[src/rtl/uart_frame_tx.sv]
// uart_frame_tx: byte-stream UART transmitter with a small input FIFO.
// Each byte leaves as start, 8 data bits LSB first, optional even parity, one stop.
// Optional feature: define UART_TX_PARITY_EN to add the even parity bit (8E1);
// without it the frame is 8N1 and the parity state/logic are not built.
// rst_n is an asynchronous, ACTIVE-HIGH reset despite its name.

module uart_frame_tx #(
    parameter int CLKS_PER_BIT = 5208,
    parameter int FIFO_DEPTH   = 4
) (
    input  logic                          clk,
    input  logic                          rst_n,
    input  logic [7:0]                    in_data,
    input  logic                          in_valid,
    output logic                          in_ready,
    output logic                          tx,
    output logic                          busy,
    output logic [$clog2(FIFO_DEPTH):0]   fifo_count
);

    localparam int              CW      = $clog2(CLKS_PER_BIT);
    localparam int              AW      = $clog2(FIFO_DEPTH);
    localparam logic [CW-1:0]   CNT_MAX = CW'(CLKS_PER_BIT - 1);
    localparam logic [AW:0]     FULL    = (AW+1)'(FIFO_DEPTH);

`ifdef UART_TX_PARITY_EN
    typedef enum logic [2:0] {IDLE, START, DATA, PARITY, STOP} state_t;
`else
    typedef enum logic [2:0] {IDLE, START, DATA, STOP} state_t;
`endif

    // ---------------- FIFO ----------------
    logic [7:0]    mem [FIFO_DEPTH];
    logic [AW-1:0] wr_ptr, rd_ptr;
    logic          push, pop;
    logic [7:0]    head;

    assign in_ready = (fifo_count != FULL);
    assign push     = in_valid & in_ready;
    assign head     = mem[rd_ptr];

    // Storage needs no reset: contents are only read behind a valid count.
    always_ff @(posedge clk) begin
        if (push) mem[wr_ptr] <= in_data;
    end

    // Pointers wrap naturally because the depth is a power of two.
    always_ff @(posedge clk or posedge rst_n) begin
        if (rst_n) begin
            wr_ptr     <= '0;
            rd_ptr     <= '0;
            fifo_count <= '0;
        end else begin
            if (push) wr_ptr <= wr_ptr + AW'(1);
            if (pop)  rd_ptr <= rd_ptr + AW'(1);
            case ({push, pop})
                2'b10:   fifo_count <= fifo_count + (AW+1)'(1);
                2'b01:   fifo_count <= fifo_count - (AW+1)'(1);
                default: fifo_count <= fifo_count;
            endcase
        end
    end

    // ---------------- Frame FSM ----------------
    state_t        state, state_d;
    logic [CW-1:0] cnt, cnt_d;
    logic [2:0]    idx, idx_d;
    logic [7:0]    shift, shift_d;
    logic          tx_q, tx_d;
    logic          bit_end;
    logic          not_empty;

    assign bit_end   = (cnt == CNT_MAX);
    assign not_empty = (fifo_count != '0);

`ifdef UART_TX_PARITY_EN
    logic par_q, par_d;

    // Parity is captured from the whole byte at load, since shift is consumed.
    always_ff @(posedge clk or posedge rst_n) begin
        if (rst_n) par_q <= 1'b0;
        else       par_q <= par_d;
    end
`endif

    // State and datapath registers; tx is registered from the current state,
    // so the line lags the state by one cycle and can never glitch.
    always_ff @(posedge clk or posedge rst_n) begin
        if (rst_n) begin
            state <= IDLE;
            cnt   <= '0;
            idx   <= '0;
            shift <= '0;
            tx_q  <= 1'b1;
        end else begin
            state <= state_d;
            cnt   <= cnt_d;
            idx   <= idx_d;
            shift <= shift_d;
            tx_q  <= tx_d;
        end
    end

    // Next-state, FIFO pop and line level.
    always_comb begin
        state_d = state;
        cnt_d   = cnt;
        idx_d   = idx;
        shift_d = shift;
        tx_d    = 1'b1;
        pop     = 1'b0;
`ifdef UART_TX_PARITY_EN
        par_d   = par_q;
`endif
        case (state)
            IDLE: begin
                if (not_empty) begin
                    pop     = 1'b1;
                    shift_d = head;
                    cnt_d   = '0;
                    state_d = START;
`ifdef UART_TX_PARITY_EN
                    par_d   = ^head;
`endif
                end
            end
            START: begin
                tx_d = 1'b0;
                if (bit_end) begin
                    cnt_d   = '0;
                    idx_d   = '0;
                    state_d = DATA;
                end else begin
                    cnt_d = cnt + CW'(1);
                end
            end
            DATA: begin
                tx_d = shift[0];
                if (bit_end) begin
                    cnt_d   = '0;
                    shift_d = {1'b0, shift[7:1]};
                    idx_d   = idx + 3'd1;
                    if (idx == 3'd7) begin
`ifdef UART_TX_PARITY_EN
                        state_d = PARITY;
`else
                        state_d = STOP;
`endif
                    end
                end else begin
                    cnt_d = cnt + CW'(1);
                end
            end
`ifdef UART_TX_PARITY_EN
            PARITY: begin
                tx_d = par_q;
                if (bit_end) begin
                    cnt_d   = '0;
                    state_d = STOP;
                end else begin
                    cnt_d = cnt + CW'(1);
                end
            end
`endif
            STOP: begin
                tx_d = 1'b1;
                if (bit_end) begin
                    cnt_d = '0;
                    // Chain straight into the next frame with no idle gap.
                    if (not_empty) begin
                        pop     = 1'b1;
                        shift_d = head;
                        state_d = START;
`ifdef UART_TX_PARITY_EN
                        par_d   = ^head;
`endif
                    end else begin
                        state_d = IDLE;
                    end
                end else begin
                    cnt_d = cnt + CW'(1);
                end
            end
            default: state_d = IDLE;
        endcase
    end

    assign tx   = tx_q;
    assign busy = (state != IDLE) | not_empty;

endmodule

[config.mk]
export PLATFORM = sky130hd
export DESIGN_NAME = uart_frame_tx
export DESIGN_NICKNAME = d
export VERILOG_FILES = /design/src/rtl/uart_frame_tx.sv
export SDC_FILE = /design/constraint.sdc
export NUM_CORES = 1
export LEC_CHECK = 0
export CAP_MARGIN = 20
export CORE_MARGIN = 4
export CORE_UTILIZATION = 40
export DETAILED_ROUTE_END_ITERATION = 8
export DONT_BUFFER_PORTS = 1
export PLACE_DENSITY = 0.65
export SYNTH_ARGS = -nofsm -noshare
export SYNTH_HDL_FRONTEND = slang
export SYNTH_SLANG_ARGS = --single-unit
[constraint.sdc]
create_clock -name clk -period 3.35 [get_ports clk]
set_clock_uncertainty 0.05 [all_clocks]
set_input_delay 0.8375 -clock clk [delete_from_list [all_inputs] [get_ports clk]]
set_output_delay 0.8375 -clock clk [all_outputs]
set_load 0.05 [all_outputs]
==> summary by stage <==
Detailed routing
The post-detailed-routing wire length is 5266 um. The via count is 1815. The first detailed-routing pass took 4 iterations. The average wire per cell in the routed design is 15.13 um. Dividing the detail-routed via count by the number of cells gives 5.216. The detailed router finished its first iteration with 109 violations. Once detail routing completed, the nets flagged for antenna violations numbered 0. For this run, design rule violations remaining after detail routing come to 0.

Clocking
The number of CTS-inserted buffers is 9. The hold-fix buffer count after cts is 0. The maximum clock path buffer count is 2.

The number of post-CTS setup repair buffers is 0. After clock tree synthesis, the clock-pin slew on the worst setup and hold paths is 0.08 ns. The clock tree root driver cell is clkbuf_8.

The number of sinks driven by the clock tree is 66. The H-tree generated during clock tree synthesis spans 3 levels. Gates resized during post-CTS repair numbered 0. TritonCTS built the clock tree. The later pin in the worst-skew pair is clocked with a latency of 0.35 ns.

Layout
The leading cell type in the layout, fill and taps excluded is dfrtp_1. The net count of the finished layout is 266. The total area of multi-input combinational cells is 1249 um2. The area used by sequential logic in the layout is 1813 um2.

Fill cells in the final layout number 698. Leaving out fill and tap cells, the most frequent cells in the layout are dfrtp_1, edfxtp_1, nand2_1, ha_1, inv_1. The total inserted antenna cells is 0. The relative area change from synthesis to final layout is 10.34%. The share of layout cells above drive strength 1 is 0.1748.

Floorplanning
The die height is 96.52 um. Measured along the x axis, the die boundary spans 96.52 um. The placeable core area is 7687 um2. The floorplan step defined a die boundary enclosing 9316 um2. The starting density of the core is 0.4077. The count of boundary I/O pins is 17. The initialized floorplan defines 32 standard-cell rows.

STA
The worst slew margin relative to its limit is 0.5610. The hold violation count in the final report is 0. Setup repair after global routing left no endpoint under its margin.

Derived from the worst setup path, the maximum achievable clock frequency is 367.0 MHz. Summed over all failing endpoints, the final setup total negative slack is 0 ns. The shortest clock period the worst path allows after layout is 2.725 ns. The number of pins exceeding their max-slew limit in the final report is 0. Setup slack on the critical path of the routed design comes to 0.6250 ns.

The final worst-path cycle share is 0.8134. The slew at the pin with the worst max-slew slack is 0.6585 ns. Setup violations remaining at the end of the flow were counted as 0.

Yosys
The synthesized instance count is 233. The number of synthesized register bits is 66. The count of synthesis-stage warnings from yosys is 0.

The cell area that synthesis handed to floorplanning was 3134 um2. The number of enable flip-flop cells after synthesis is 32. The prevailing post-synth register cell is dfrtp_1. The post-synthesis area per instance is 13.45 um2. The total nets after synthesis is 258. The share of the Yosys chip area taken by registers is 0.5784. Synthesis instantiated 51 different standard cells from the library.

Counting flops with an async set or reset pin after synthesis yields a share of 0.5152.

Critical path
The worst setup path is captured at a primary output. The worst setup path is launched from a register. The critical path capture point is busy. Tracing the worst setup path back leads to its startpoint at state[0]$_DFFE_PP0P_. In this run the critical register-to-register path is launched from cnt[3]$_DFFE_PP0P_.

The data arrival time of the critical path is 1.84 ns. The worst reg-to-reg setup slack is 0.76 ns. The critical-path maximum fanout is 8.

The required time of the worst setup path is 2.46 ns. The endpoint identified for the worst register-to-register timing path is fifo_count[2]$_DFFE_PP0P_. The category of the most critical setup path is register to primary output. The number of cells on the worst reg-to-reg path is 9.

GRT
The via count of the first global-routing pass is 1867. Across every metal layer, demand over resource in global routing totals 0.1334. The initial antenna violation count is 0.

The first global-routing pass estimated 9108 um of wire. The pin count of the biggest net entering global routing is 35. The total overflow left after global routing is 0.

Place
In this run the tool buffered the top-level ports with 0 buffer cells. The pre-CTS setup slack is 0.7863 ns. At the end of routability-driven placement, the weighted congestion stood at 0.8216. After legalization and detailed placement, the total HPWL measured 3686 um.

Job
Max-cap violations in this run came to 0.

Power
The cell leakage power is 1.398 nW. The worst vdd rail ir drop is 0.4129 mV. Dividing total power by cell area gives a power density of 590.7 nW/um2.

Status
The flow ran to the end, and the final reports show no timing, DRC or antenna violations.

Hold path
The class of the tightest hold or removal check is primary input to async pin.
state kept, by name (all words and copies together), names as in the netlist:
| signal | cells |
|---|---|
| mem | 32 |
| cnt | 13 |
| shift | 8 |
| fifo_count | 3 |
| idx | 3 |
| rd_ptr | 2 |
| state | 2 |
| wr_ptr | 2 |
| tx | 1 |
layer usage:
layer,up-vias,part of all wire,track usage
met5,-,0,0
met4,0,0.020,0.07243
li1,893,-,-
met2,32,0.49,0.2121
met1,881,0.44,0.1579
met3,9,0.043,0.04725
per-stage QoR:
step / area (um2) / hold WS, ns / cells / utilization / total power [mW]
finish: 3458 / 0.4158 / 348 / 0.4499 / 2.043
global route: 3458 / 0.4364 / 348 / 0.4499 / 2.153
CTS: 3458 / 0.4316 / 348 / 0.4499 / 2.073
detailed placement: 3253 / 0.4351 / 332 / 0.4232 / 1.381
global placement: 3253 / 0.4477 / 332 / 0.4232 / 1.372
floorplan: 3134 / 0.4065 / 233 / - / 1.301
Yosys cell counts, types with 4 or more instances:
| cell type | number | area, um2 |
|---|---|---|
| edfxtp_1 | 32 | 960.9 |
| a21oi_1 | 4 | 20.02 |
| mux4_2 | 8 | 180.2 |
| nand2_1 | 29 | 108.9 |
| nor4_1 | 4 | 25.02 |
| nor2_1 | 10 | 37.54 |
| nand3_1 | 6 | 30.03 |
| or4_1 | 4 | 30.03 |
| xnor2_1 | 6 | 52.55 |
| xor2_1 | 5 | 43.79 |
| inv_1 | 11 | 41.29 |
| mux2_4 | 7 | 105.1 |
| ha_1 | 13 | 162.7 |
| and3_1 | 5 | 31.28 |
| o31ai_1 | 4 | 30.03 |
| dfrtp_1 | 33 | 825.8 |
| nor3_1 | 5 | 25.02 |
power by group:
part	switching [mW]	internal [mW]
combinational	0.151	0.0993
sequential	0.136	0.968
clock	0.333	0.356
cells by family after synthesis:
kind of cell | synth area share
and+or+nand+nor | 0.1369
DFF | 0.5784
AOI/OAI and AO/OA | 0.06428
muxes | 0.1082
buffers and inverters | 0.02315
adders and majority gates | 0.05828
xor gates and xnor gates | 0.03074
area by class of cell:
type                            instances  area share
Clock buffer                            9     0.03582
Clock inverter                          7     0.02352
Inverter                               13     0.01411
Multi-Input combinational cell        149      0.3611
Sequential cell                        66      0.5242
Tap cell                              102     0.03690
Timing Repair Buffer                    2    0.004342
how the worst min path moves through the flow:
stage          cells after the start                         to
2_1_floorplan                      2               tx$_DFF_PP1_
3_3_place_gp                       1       shift[0]$_DFFE_PP0P_
3_5_place_dp                       2               tx$_DFF_PP1_
4_1_cts                            2       shift[7]$_DFFE_PP0P_
5_1_grt                            2       shift[7]$_DFFE_PP0P_
6_report                           2  fifo_count[0]$_DFFE_PP0P_
worst max-delay path, cell delays in order, from the launching register on:
cell and delay (ns):
dfrtp_1 0.40, inv_1 0.13, ha_1 0.27, nor4b_4 0.41, inv_2 0.27
Note: power is estimated with default switching activity, not from simulation.
